File: src/rtl/jpeg_pkg.sv
// Shared JPEG decode-path constants: coefficient widths, saturation limits,
// the Annex K quality-50 quantisation tables and the component selector.
package jpeg_pkg;

  localparam int IN_W    = 8;
  localparam int OUT_W   = 12;
  localparam int SAT_MAX = 2047;
  localparam int SAT_MIN = -2048;

  typedef enum logic {
    COMP_Y = 1'b0,
    COMP_C = 1'b1
  } comp_e;

  typedef logic [7:0] qtab_t [64];

  // Natural (row-major) order, index = row*8 + column.
  localparam qtab_t LUMA_QTAB = '{
    8'd16, 8'd11, 8'd10, 8'd16, 8'd24,  8'd40,  8'd51,  8'd61,
    8'd12, 8'd12, 8'd14, 8'd19, 8'd26,  8'd58,  8'd60,  8'd55,
    8'd14, 8'd13, 8'd16, 8'd24, 8'd40,  8'd57,  8'd69,  8'd56,
    8'd14, 8'd17, 8'd22, 8'd29, 8'd51,  8'd87,  8'd80,  8'd62,
    8'd18, 8'd22, 8'd37, 8'd56, 8'd68,  8'd109, 8'd103, 8'd77,
    8'd24, 8'd35, 8'd55, 8'd64, 8'd81,  8'd104, 8'd113, 8'd92,
    8'd49, 8'd64, 8'd78, 8'd87, 8'd103, 8'd121, 8'd120, 8'd101,
    8'd72, 8'd92, 8'd95, 8'd98, 8'd112, 8'd100, 8'd103, 8'd99
  };

  localparam qtab_t CHROMA_QTAB = '{
    8'd17, 8'd18, 8'd24, 8'd47, 8'd99, 8'd99, 8'd99, 8'd99,
    8'd18, 8'd21, 8'd26, 8'd66, 8'd99, 8'd99, 8'd99, 8'd99,
    8'd24, 8'd26, 8'd56, 8'd99, 8'd99, 8'd99, 8'd99, 8'd99,
    8'd47, 8'd66, 8'd99, 8'd99, 8'd99, 8'd99, 8'd99, 8'd99,
    8'd99, 8'd99, 8'd99, 8'd99, 8'd99, 8'd99, 8'd99, 8'd99,
    8'd99, 8'd99, 8'd99, 8'd99, 8'd99, 8'd99, 8'd99, 8'd99,
    8'd99, 8'd99, 8'd99, 8'd99, 8'd99, 8'd99, 8'd99, 8'd99,
    8'd99, 8'd99, 8'd99, 8'd99, 8'd99, 8'd99, 8'd99, 8'd99
  };

  function automatic logic [7:0] qtab_entry(input comp_e comp, input logic [5:0] idx);
    return (comp == COMP_Y) ? LUMA_QTAB[idx] : CHROMA_QTAB[idx];
  endfunction

endpackage

File: src/rtl/dequantize_if.sv
// Row-level bus between the inverse zig-zag, the dequantiser and the IDCT.
interface dequantize_if #(
  parameter int IN_W  = 8,
  parameter int OUT_W = 12,
  parameter int CYC_W = 15
);

  logic                    enable_y;
  logic                    enable_cb;
  logic                    enable_cr;
  logic                    enable_dequant;
  logic signed [IN_W-1:0]  input_01, input_02, input_03, input_04;
  logic signed [IN_W-1:0]  input_05, input_06, input_07, input_08;
  logic signed [OUT_W-1:0] output_01, output_02, output_03, output_04;
  logic signed [OUT_W-1:0] output_05, output_06, output_07, output_08;
  logic                    enable_idct;
  logic [2:0]              row_idx;
  logic                    block_done;
  logic [CYC_W-1:0]        dequant_cycle;

  modport master (
    output enable_y, enable_cb, enable_cr, enable_dequant,
    output input_01, input_02, input_03, input_04,
    output input_05, input_06, input_07, input_08,
    input  output_01, output_02, output_03, output_04,
    input  output_05, output_06, output_07, output_08,
    input  enable_idct, row_idx, block_done, dequant_cycle
  );

  modport slave (
    input  enable_y, enable_cb, enable_cr, enable_dequant,
    input  input_01, input_02, input_03, input_04,
    input  input_05, input_06, input_07, input_08,
    output output_01, output_02, output_03, output_04,
    output output_05, output_06, output_07, output_08,
    output enable_idct, row_idx, block_done, dequant_cycle
  );

endinterface

File: src/rtl/dequant_table.sv
// Combinational quantisation-table ROM: one row of eight entries for the
// selected component.
module dequant_table
  import jpeg_pkg::*;
(
  input  comp_e      comp_i,
  input  logic [2:0] row_i,
  output logic [7:0] q_o [8]
);

  always_comb begin
    for (int c = 0; c < 8; c++) begin
      q_o[c] = qtab_entry(comp_i, {row_i, 3'(c)});
    end
  end

endmodule

File: src/rtl/dequantize.sv
// JPEG dequantiser: multiplies each natural-order row by its quantisation
// table row, saturates to the IDCT input width, two register stages.
module dequantize
  import jpeg_pkg::comp_e;
  import jpeg_pkg::COMP_Y;
  import jpeg_pkg::COMP_C;
  import jpeg_pkg::SAT_MAX;
  import jpeg_pkg::SAT_MIN;
#(
  parameter int IN_W  = 8,
  parameter int OUT_W = 12,
  parameter int CYC_W = 15
) (
  input logic         clk,
  input logic         nrst,
  dequantize_if.slave bus
);

  localparam int PROD_W = 16;

  function automatic logic signed [OUT_W-1:0] sat(input logic signed [PROD_W-1:0] p);
    if (p > PROD_W'(SAT_MAX)) return OUT_W'(SAT_MAX);
    if (p < PROD_W'(SAT_MIN)) return OUT_W'(SAT_MIN);
    return p[OUT_W-1:0];
  endfunction

  logic                    accept;
  comp_e                   comp_sel;
  comp_e                   comp_cur;
  logic [7:0]              q_tab [8];
  logic signed [IN_W-1:0]  in_row [8];

  logic [2:0]              row_q, row_d;
  comp_e                   comp_q, comp_d;
  logic [CYC_W-1:0]        cyc_q, cyc_d;

  logic                    vld_p1_q;
  logic [2:0]              row_p1_q;
  logic signed [IN_W-1:0]  in_p1_q [8];
  logic [7:0]              q_p1_q [8];

  logic signed [PROD_W-1:0] prod_p1 [8];

  logic                    vld_p2_q;
  logic                    done_p2_q;
  logic [2:0]              row_p2_q;
  logic signed [OUT_W-1:0] out_p2_q [8];

  assign accept = bus.enable_dequant;
  assign in_row = '{bus.input_01, bus.input_02, bus.input_03, bus.input_04,
                    bus.input_05, bus.input_06, bus.input_07, bus.input_08};

  // Luma wins over chroma; no select at all falls back to luma.
  assign comp_sel = bus.enable_y                    ? COMP_Y :
                    (bus.enable_cb | bus.enable_cr) ? COMP_C : COMP_Y;
  // Row 0 looks up with the live select so back-to-back blocks need no bubble.
  assign comp_cur = (row_q == 3'd0) ? comp_sel : comp_q;

  dequant_table u_table (
    .comp_i (comp_cur),
    .row_i  (row_q),
    .q_o    (q_tab)
  );

  always_comb begin
    row_d  = row_q;
    comp_d = comp_q;
    cyc_d  = cyc_q;
    if (accept) begin
      row_d = row_q + 3'd1;
      cyc_d = cyc_q + 1'b1;
      if (row_q == 3'd0) comp_d = comp_sel;
    end
  end

  always_ff @(posedge clk or negedge nrst) begin
    if (!nrst) begin
      row_q  <= '0;
      comp_q <= COMP_Y;
      cyc_q  <= '0;
    end else begin
      row_q  <= row_d;
      comp_q <= comp_d;
      cyc_q  <= cyc_d;
    end
  end

  // Stage 1: capture the accepted row with its table entries.
  always_ff @(posedge clk or negedge nrst) begin
    if (!nrst) begin
      vld_p1_q <= 1'b0;
      row_p1_q <= '0;
      for (int c = 0; c < 8; c++) begin
        in_p1_q[c] <= '0;
        q_p1_q[c]  <= '0;
      end
    end else begin
      vld_p1_q <= accept;
      if (accept) begin
        row_p1_q <= row_q;
        for (int c = 0; c < 8; c++) begin
          in_p1_q[c] <= in_row[c];
          q_p1_q[c]  <= q_tab[c];
        end
      end
    end
  end

  for (genvar g = 0; g < 8; g++) begin : g_lane
    assign prod_p1[g] = PROD_W'(in_p1_q[g]) * PROD_W'($signed({1'b0, q_p1_q[g]}));
  end

  // Stage 2: saturated products; data and row number hold between rows.
  always_ff @(posedge clk or negedge nrst) begin
    if (!nrst) begin
      vld_p2_q  <= 1'b0;
      done_p2_q <= 1'b0;
      row_p2_q  <= '0;
      for (int c = 0; c < 8; c++) out_p2_q[c] <= '0;
    end else begin
      vld_p2_q  <= vld_p1_q;
      done_p2_q <= vld_p1_q && (row_p1_q == 3'd7);
      if (vld_p1_q) begin
        row_p2_q <= row_p1_q;
        for (int c = 0; c < 8; c++) out_p2_q[c] <= sat(prod_p1[c]);
      end
    end
  end

  assign bus.output_01     = out_p2_q[0];
  assign bus.output_02     = out_p2_q[1];
  assign bus.output_03     = out_p2_q[2];
  assign bus.output_04     = out_p2_q[3];
  assign bus.output_05     = out_p2_q[4];
  assign bus.output_06     = out_p2_q[5];
  assign bus.output_07     = out_p2_q[6];
  assign bus.output_08     = out_p2_q[7];
  assign bus.enable_idct   = vld_p2_q;
  assign bus.block_done    = done_p2_q;
  assign bus.row_idx       = row_p2_q;
  assign bus.dequant_cycle = cyc_q;

endmodule

File: src/flat_wrapper.sv
// flat-port wrapper written by rule: the top's interface ports become plain ports
module dequantize_flat import jpeg_pkg::comp_e; import jpeg_pkg::COMP_Y; import jpeg_pkg::COMP_C; import jpeg_pkg::SAT_MAX; import jpeg_pkg::SAT_MIN;
#(
  parameter int IN_W  = 8,
  parameter int OUT_W = 12,
  parameter int CYC_W = 15
)
  (clk, nrst, bus_enable_y, bus_enable_cb, bus_enable_cr, bus_enable_dequant, bus_input_01, bus_input_02, bus_input_03, bus_input_04, bus_input_05, bus_input_06, bus_input_07, bus_input_08, bus_output_01, bus_output_02, bus_output_03, bus_output_04, bus_output_05, bus_output_06, bus_output_07, bus_output_08, bus_enable_idct, bus_row_idx, bus_block_done, bus_dequant_cycle);
  dequantize_if #(.IN_W(IN_W), .OUT_W(OUT_W), .CYC_W(CYC_W)) bus_i ();
  input logic clk;
  input logic nrst;
  input wire logic [$bits(bus_i.enable_y)-1:0] bus_enable_y;
  input wire logic [$bits(bus_i.enable_cb)-1:0] bus_enable_cb;
  input wire logic [$bits(bus_i.enable_cr)-1:0] bus_enable_cr;
  input wire logic [$bits(bus_i.enable_dequant)-1:0] bus_enable_dequant;
  input wire logic [$bits(bus_i.input_01)-1:0] bus_input_01;
  input wire logic [$bits(bus_i.input_02)-1:0] bus_input_02;
  input wire logic [$bits(bus_i.input_03)-1:0] bus_input_03;
  input wire logic [$bits(bus_i.input_04)-1:0] bus_input_04;
  input wire logic [$bits(bus_i.input_05)-1:0] bus_input_05;
  input wire logic [$bits(bus_i.input_06)-1:0] bus_input_06;
  input wire logic [$bits(bus_i.input_07)-1:0] bus_input_07;
  input wire logic [$bits(bus_i.input_08)-1:0] bus_input_08;
  output wire logic [$bits(bus_i.output_01)-1:0] bus_output_01;
  output wire logic [$bits(bus_i.output_02)-1:0] bus_output_02;
  output wire logic [$bits(bus_i.output_03)-1:0] bus_output_03;
  output wire logic [$bits(bus_i.output_04)-1:0] bus_output_04;
  output wire logic [$bits(bus_i.output_05)-1:0] bus_output_05;
  output wire logic [$bits(bus_i.output_06)-1:0] bus_output_06;
  output wire logic [$bits(bus_i.output_07)-1:0] bus_output_07;
  output wire logic [$bits(bus_i.output_08)-1:0] bus_output_08;
  output wire logic [$bits(bus_i.enable_idct)-1:0] bus_enable_idct;
  output wire logic [$bits(bus_i.row_idx)-1:0] bus_row_idx;
  output wire logic [$bits(bus_i.block_done)-1:0] bus_block_done;
  output wire logic [$bits(bus_i.dequant_cycle)-1:0] bus_dequant_cycle;
  assign bus_i.enable_y = bus_enable_y;
  assign bus_i.enable_cb = bus_enable_cb;
  assign bus_i.enable_cr = bus_enable_cr;
  assign bus_i.enable_dequant = bus_enable_dequant;
  assign bus_i.input_01 = bus_input_01;
  assign bus_i.input_02 = bus_input_02;
  assign bus_i.input_03 = bus_input_03;
  assign bus_i.input_04 = bus_input_04;
  assign bus_i.input_05 = bus_input_05;
  assign bus_i.input_06 = bus_input_06;
  assign bus_i.input_07 = bus_input_07;
  assign bus_i.input_08 = bus_input_08;
  assign bus_output_01 = bus_i.output_01;
  assign bus_output_02 = bus_i.output_02;
  assign bus_output_03 = bus_i.output_03;
  assign bus_output_04 = bus_i.output_04;
  assign bus_output_05 = bus_i.output_05;
  assign bus_output_06 = bus_i.output_06;
  assign bus_output_07 = bus_i.output_07;
  assign bus_output_08 = bus_i.output_08;
  assign bus_enable_idct = bus_i.enable_idct;
  assign bus_row_idx = bus_i.row_idx;
  assign bus_block_done = bus_i.block_done;
  assign bus_dequant_cycle = bus_i.dequant_cycle;
  dequantize #(.IN_W(IN_W), .OUT_W(OUT_W), .CYC_W(CYC_W)) u_core (.clk(clk), .nrst(nrst), .bus(bus_i));
endmodule
File: config.mk
export PLATFORM = sky130hd
export DESIGN_NAME = dequantize_flat
export DESIGN_NICKNAME = d
export VERILOG_FILES = /design/src/rtl/jpeg_pkg.sv /design/src/rtl/dequantize_if.sv /design/src/rtl/dequant_table.sv /design/src/rtl/dequantize.sv /design/src/flat_wrapper.sv
export SDC_FILE = /design/constraint.sdc
export NUM_CORES = 1
export LEC_CHECK = 0
export ABC_AREA = 1
export BUFFER_PORTS_ARGS = -buffer_cell sky130_fd_sc_hd__buf_2
export CORE_ASPECT_RATIO = 0.8
export CORE_MARGIN = 1
export CORE_UTILIZATION = 54
export DETAILED_ROUTE_END_ITERATION = 10
export GPL_ROUTABILITY_DRIVEN = 1
export GPL_TIMING_DRIVEN = 0
export PLACE_DENSITY = 0.68
export SETUP_SLACK_MARGIN = 0.3
export SLEW_MARGIN = 20
export SYNTH_ARGS = -nofsm -noshare
export SYNTH_HDL_FRONTEND = slang
export SYNTH_SLANG_ARGS = --single-unit
export TNS_END_PERCENT = 20
File: constraint.sdc
create_clock -name clk -period 7.2 [get_ports clk]
set_input_delay 0.36 -clock clk [delete_from_list [all_inputs] [get_ports clk]]
set_output_delay 0.36 -clock clk [all_outputs]
set_load 0.01 [all_outputs]
==> summary.txt <==
Synthesis
  – Async SR Flop Fraction: between 90% and 100%
  – Synthesized cell area: 0.02836 mm2
  – Largest family of logic cells by synthesized area: adder cells
  – Post-synth cell types: 43
  – Post-synthesis compound-gate area fraction: around 5.0%
  – Syn Inst Count: 3890
  – Synth top area cells: dfrtp_1, fa_1, ha_1
  – Most common cell in the netlist: nand2_1
  – Synth Warn #: 0
  – Yosys reg bits: 242
  – Top FF cell, synth: dfrtp_1
  – Commonest cells in the netlist: nand2_1, inv_1, ha_1, fa_1, dfrtp_1
  – Simple logic cell fraction of the synthesized area: 22.20%
  – Post-synth EDFFs: 0
  – Post-synthesis adder-cell area fraction: roughly a third
  – Sequential element share of the synthesized area: 21.36%
  – Mean post-synth cell area: ~7.3 um2
  – Largest area contributor in the netlist: dfrtp_1
  – Synth top area share: 21.36%
  – Syn Nets: around 4600
  – Mux cell area share after synthesis: 0%
  – Synth Area in XOR/XNOR: under 10%

Floorplanning
  – Site Rows: 74
  – IO Pins: 186
  – Die height: 207.0 um
  – Core region area: 0.05148 mm2
  – Initial Util: 55.08%
  – Die area: 0.05344 mm2
  – Die X: 258.2 um

GRT
  – GRT Total Usage: between 20% and 30%
  – Vias in the first global route: 22880
  – First-pass GRT wire length: 114800 um
  – Largest net degree at the start of global routing: 95
  – GR Overflow Total: 0
  – Antenna violations before repair: 4

Place
  – Final HPWL DP: around 55000 um
  – Final RePlAce weighted congestion: 0.9391
  – IO buf count: ~190
  – Place WS: 1.889 ns

Setup path
  – Flop2flop setup slack: roughly 1.8 ns
  – Worst reg-to-reg path cell count: 21
  – RR Startpoint: u_core.q_p1_q[54]$_DFFE_PN0P_
  – CP Launch Type: flop
  – Origin of the worst setup path: u_core.q_p1_q[54]$_DFFE_PN0P_
  – RR Endpoint: u_core.bus.output_03[9]$_DFFE_PN0P_
  – Critical Path AT: 5.85 ns
  – Crit. End Element: flop
  – Critical Path Sink: u_core.bus.output_03[9]$_DFFE_PN0P_
  – Data required, critical path: 7.66 ns
  – CP Max Fanout: 10
  – Critical path class: reg2reg

Layout
  – Fin nets: ~4800
  – Multi-input logic area: 0.01786 mm2
  – Layout cells sized above 1: 8.375%
  – Sequential Area: a little over 0.006 mm2
  – # fillers: about 5000
  – Layout area overhead: 11.54%

Clock tree
  – Num Clock Sinks: 242
  – Clock slew at reported path FFs: 0.06 ns
  – Worst skew pair latency: 0.58 ns
  – Post-CTS Resized: 0
  – Clock buffer depth: 3
  – Cts bufs inserted: 28
  – CTS tree: yes
  – H-tree Lvls: 1
  – CTS root buffer: clkbuf_16

Routing
  – DRT iter0 DRCs: 1561
  – Total routed wirelength: 69010 um
  – Pre-Repair DR Iteration Count: 5
  – DRC: 0
  – Average vias per placed instance: 4.883
  – WL/cell: 14.19 um
  – DRT antenna net count: 0
  – Via count: 23750

STA
  – RSZ-0062 raised after global routing: false
  – Worst-margin pin slew: 1.085 ns
  – Max frequency: 185.4 MHz
  – Slew HR: 27.70%
  – Post-route worst setup slack: roughly 1.8 ns
  – Total Negative Setup Slacks: 0 ns
  – Final Cycle Share: approximately 75%
  – Clock Skews: between 0.01 and 0.015 ns
  – Slew Limit Fails: 0
  – Post-layout min period: 5.395 ns
  – Worst hold slack: approximately 0.028 ns
  – # setup viols final: 0
  – Fin. Hold Viols: 0

Status
  – Outcome: completed

Job
  – Max Cap Viol: 0

Worst hold path
  – Hold Crit Class: in2reg
[layout make-up]
type	instances	share of cell area (%)
Multi-Input combinational cell	2482	56.46
Timing Repair Buffer	238	4.747
Clock inverter	9	0.2136
Antenna cell	1	0.007911
Tap cell	684	2.706
Inverter	1001	11.88
Clock buffer	42	2.670
Buffer	165	2.172
Sequential cell	242	19.15
[through the flow]
step           cell area [um2]  cells  util (%)
6_report                 31630   4864     61.44
5_1_grt                  31630   4863     61.44
4_1_cts                  31630   4863     61.44
3_5_place_dp             30210   4761     58.67
3_3_place_gp             30140   4759     58.55
2_1_floorplan            28360   3890         -
[cells by family (layout without fill, tap and decap cells)]
family	count (synthesis)	count (layout)
buffers and inverters	1166	1455
AO/OA/AOI/OAI	234	234
flip-flops	242	242
other	0	1
XOR/XNOR	72	72
adder cells (fa/ha/maj)	609	609
AND/OR/NAND/NOR	1567	1567
[worst max-delay path: stages, from the launching register on]
cell and delay [ns]:
dfrtp_1 0.33, clkbuf_1 0.39, clkbuf_1 0.50, nand2_1 0.10, inv_1 0.09, fa_1 0.42, fa_1 0.50, fa_1 0.56
inv_1 0.06, fa_1 0.53, inv_1 0.04, ha_1 0.35, nand2_1 0.08, nand2_1 0.09, a21oi_1 0.19, nand2_1 0.10
nand2_1 0.09, nand2_2 0.08, xor2_2 0.18, a21oi_2 0.25, buf_4 0.26, a21oi_2 0.08
[per-layer routing]
metal | track usage, % | share of wire [%]
met4 | 7.206 | 3.0
met1 | 38.45 | 47
met2 | 41.66 | 43
met5 | 0 | 0.041
met3 | 4.274 | 7.0
[repair_timing]
item                      4_1_cts  5_1_grt
buffers inserted                0        0
hold endpoints to repair      119        0
hold buffers                   51        0
[worst min-delay path by stage]
stage | cells past startpoint | start | to | slack, ns
2_1_floorplan | 0 | nrst | u_core.bus.block_done$_DFF_PN0_ | 0.06
3_3_place_gp | 0 | u_core.vld_p1_q$_DFF_PN0_ | u_core.bus.enable_idct$_DFF_PN0_ | 0.35
3_5_place_dp | 0 | u_core.vld_p1_q$_DFF_PN0_ | u_core.bus.enable_idct$_DFF_PN0_ | 0.36
4_1_cts | 3 | bus_input_08[7] | u_core.in_p1_q[7]$_DFFE_PN0P_ | 0.002
5_1_grt | 3 | bus_input_08[7] | u_core.in_p1_q[7]$_DFFE_PN0P_ | 0.03
6_report | 3 | bus_input_08[7] | u_core.in_p1_q[7]$_DFFE_PN0P_ | 0.03
[cell usage in the layout, fill, tap and decap left out, types with 4 or more instances in the layout]
cell type and n:
inv_1 996, dlygate4sd3_1 51, o221ai_1 6, buf_6 5
clkbuf_16 29, buf_4 6, o21ai_1 16, clkbuf_1 152
nor2_1 240, fa_1 248, nand2_2 22, a21oi_1 96
a21oi_2 44, inv_2 5, clkbuf_8 7, ha_1 361
xor2_2 5, nand3_1 88, nand4_1 26, dfrtp_1 242
xnor2_1 32, a31oi_1 4, o22ai_1 6, o21ai_0 50
nand3_2 8, nor3_1 11, nand3b_1 4, or2_1 9
nand2_1 1144, xor2_1 35, or2_2 7, buf_2 189
nor2_4 6
[state kept, by name, summed over array words and instances, names as in the netlist, 12 cells and up]
register,cells
u_core.in_p1_q,64
u_core.bus.output_01,12
u_core.bus.output_04,12
u_core.bus.output_08,12
u_core.q_p1_q,54
u_core.bus.dequant_cycle,15
u_core.bus.output_02,12
u_core.bus.output_07,12
u_core.bus.output_06,12
u_core.bus.output_03,12
u_core.bus.output_05,12
Power is not shown: default switching activity piles up to over one toggle a cycle in this logic, so the estimate is an artifact.
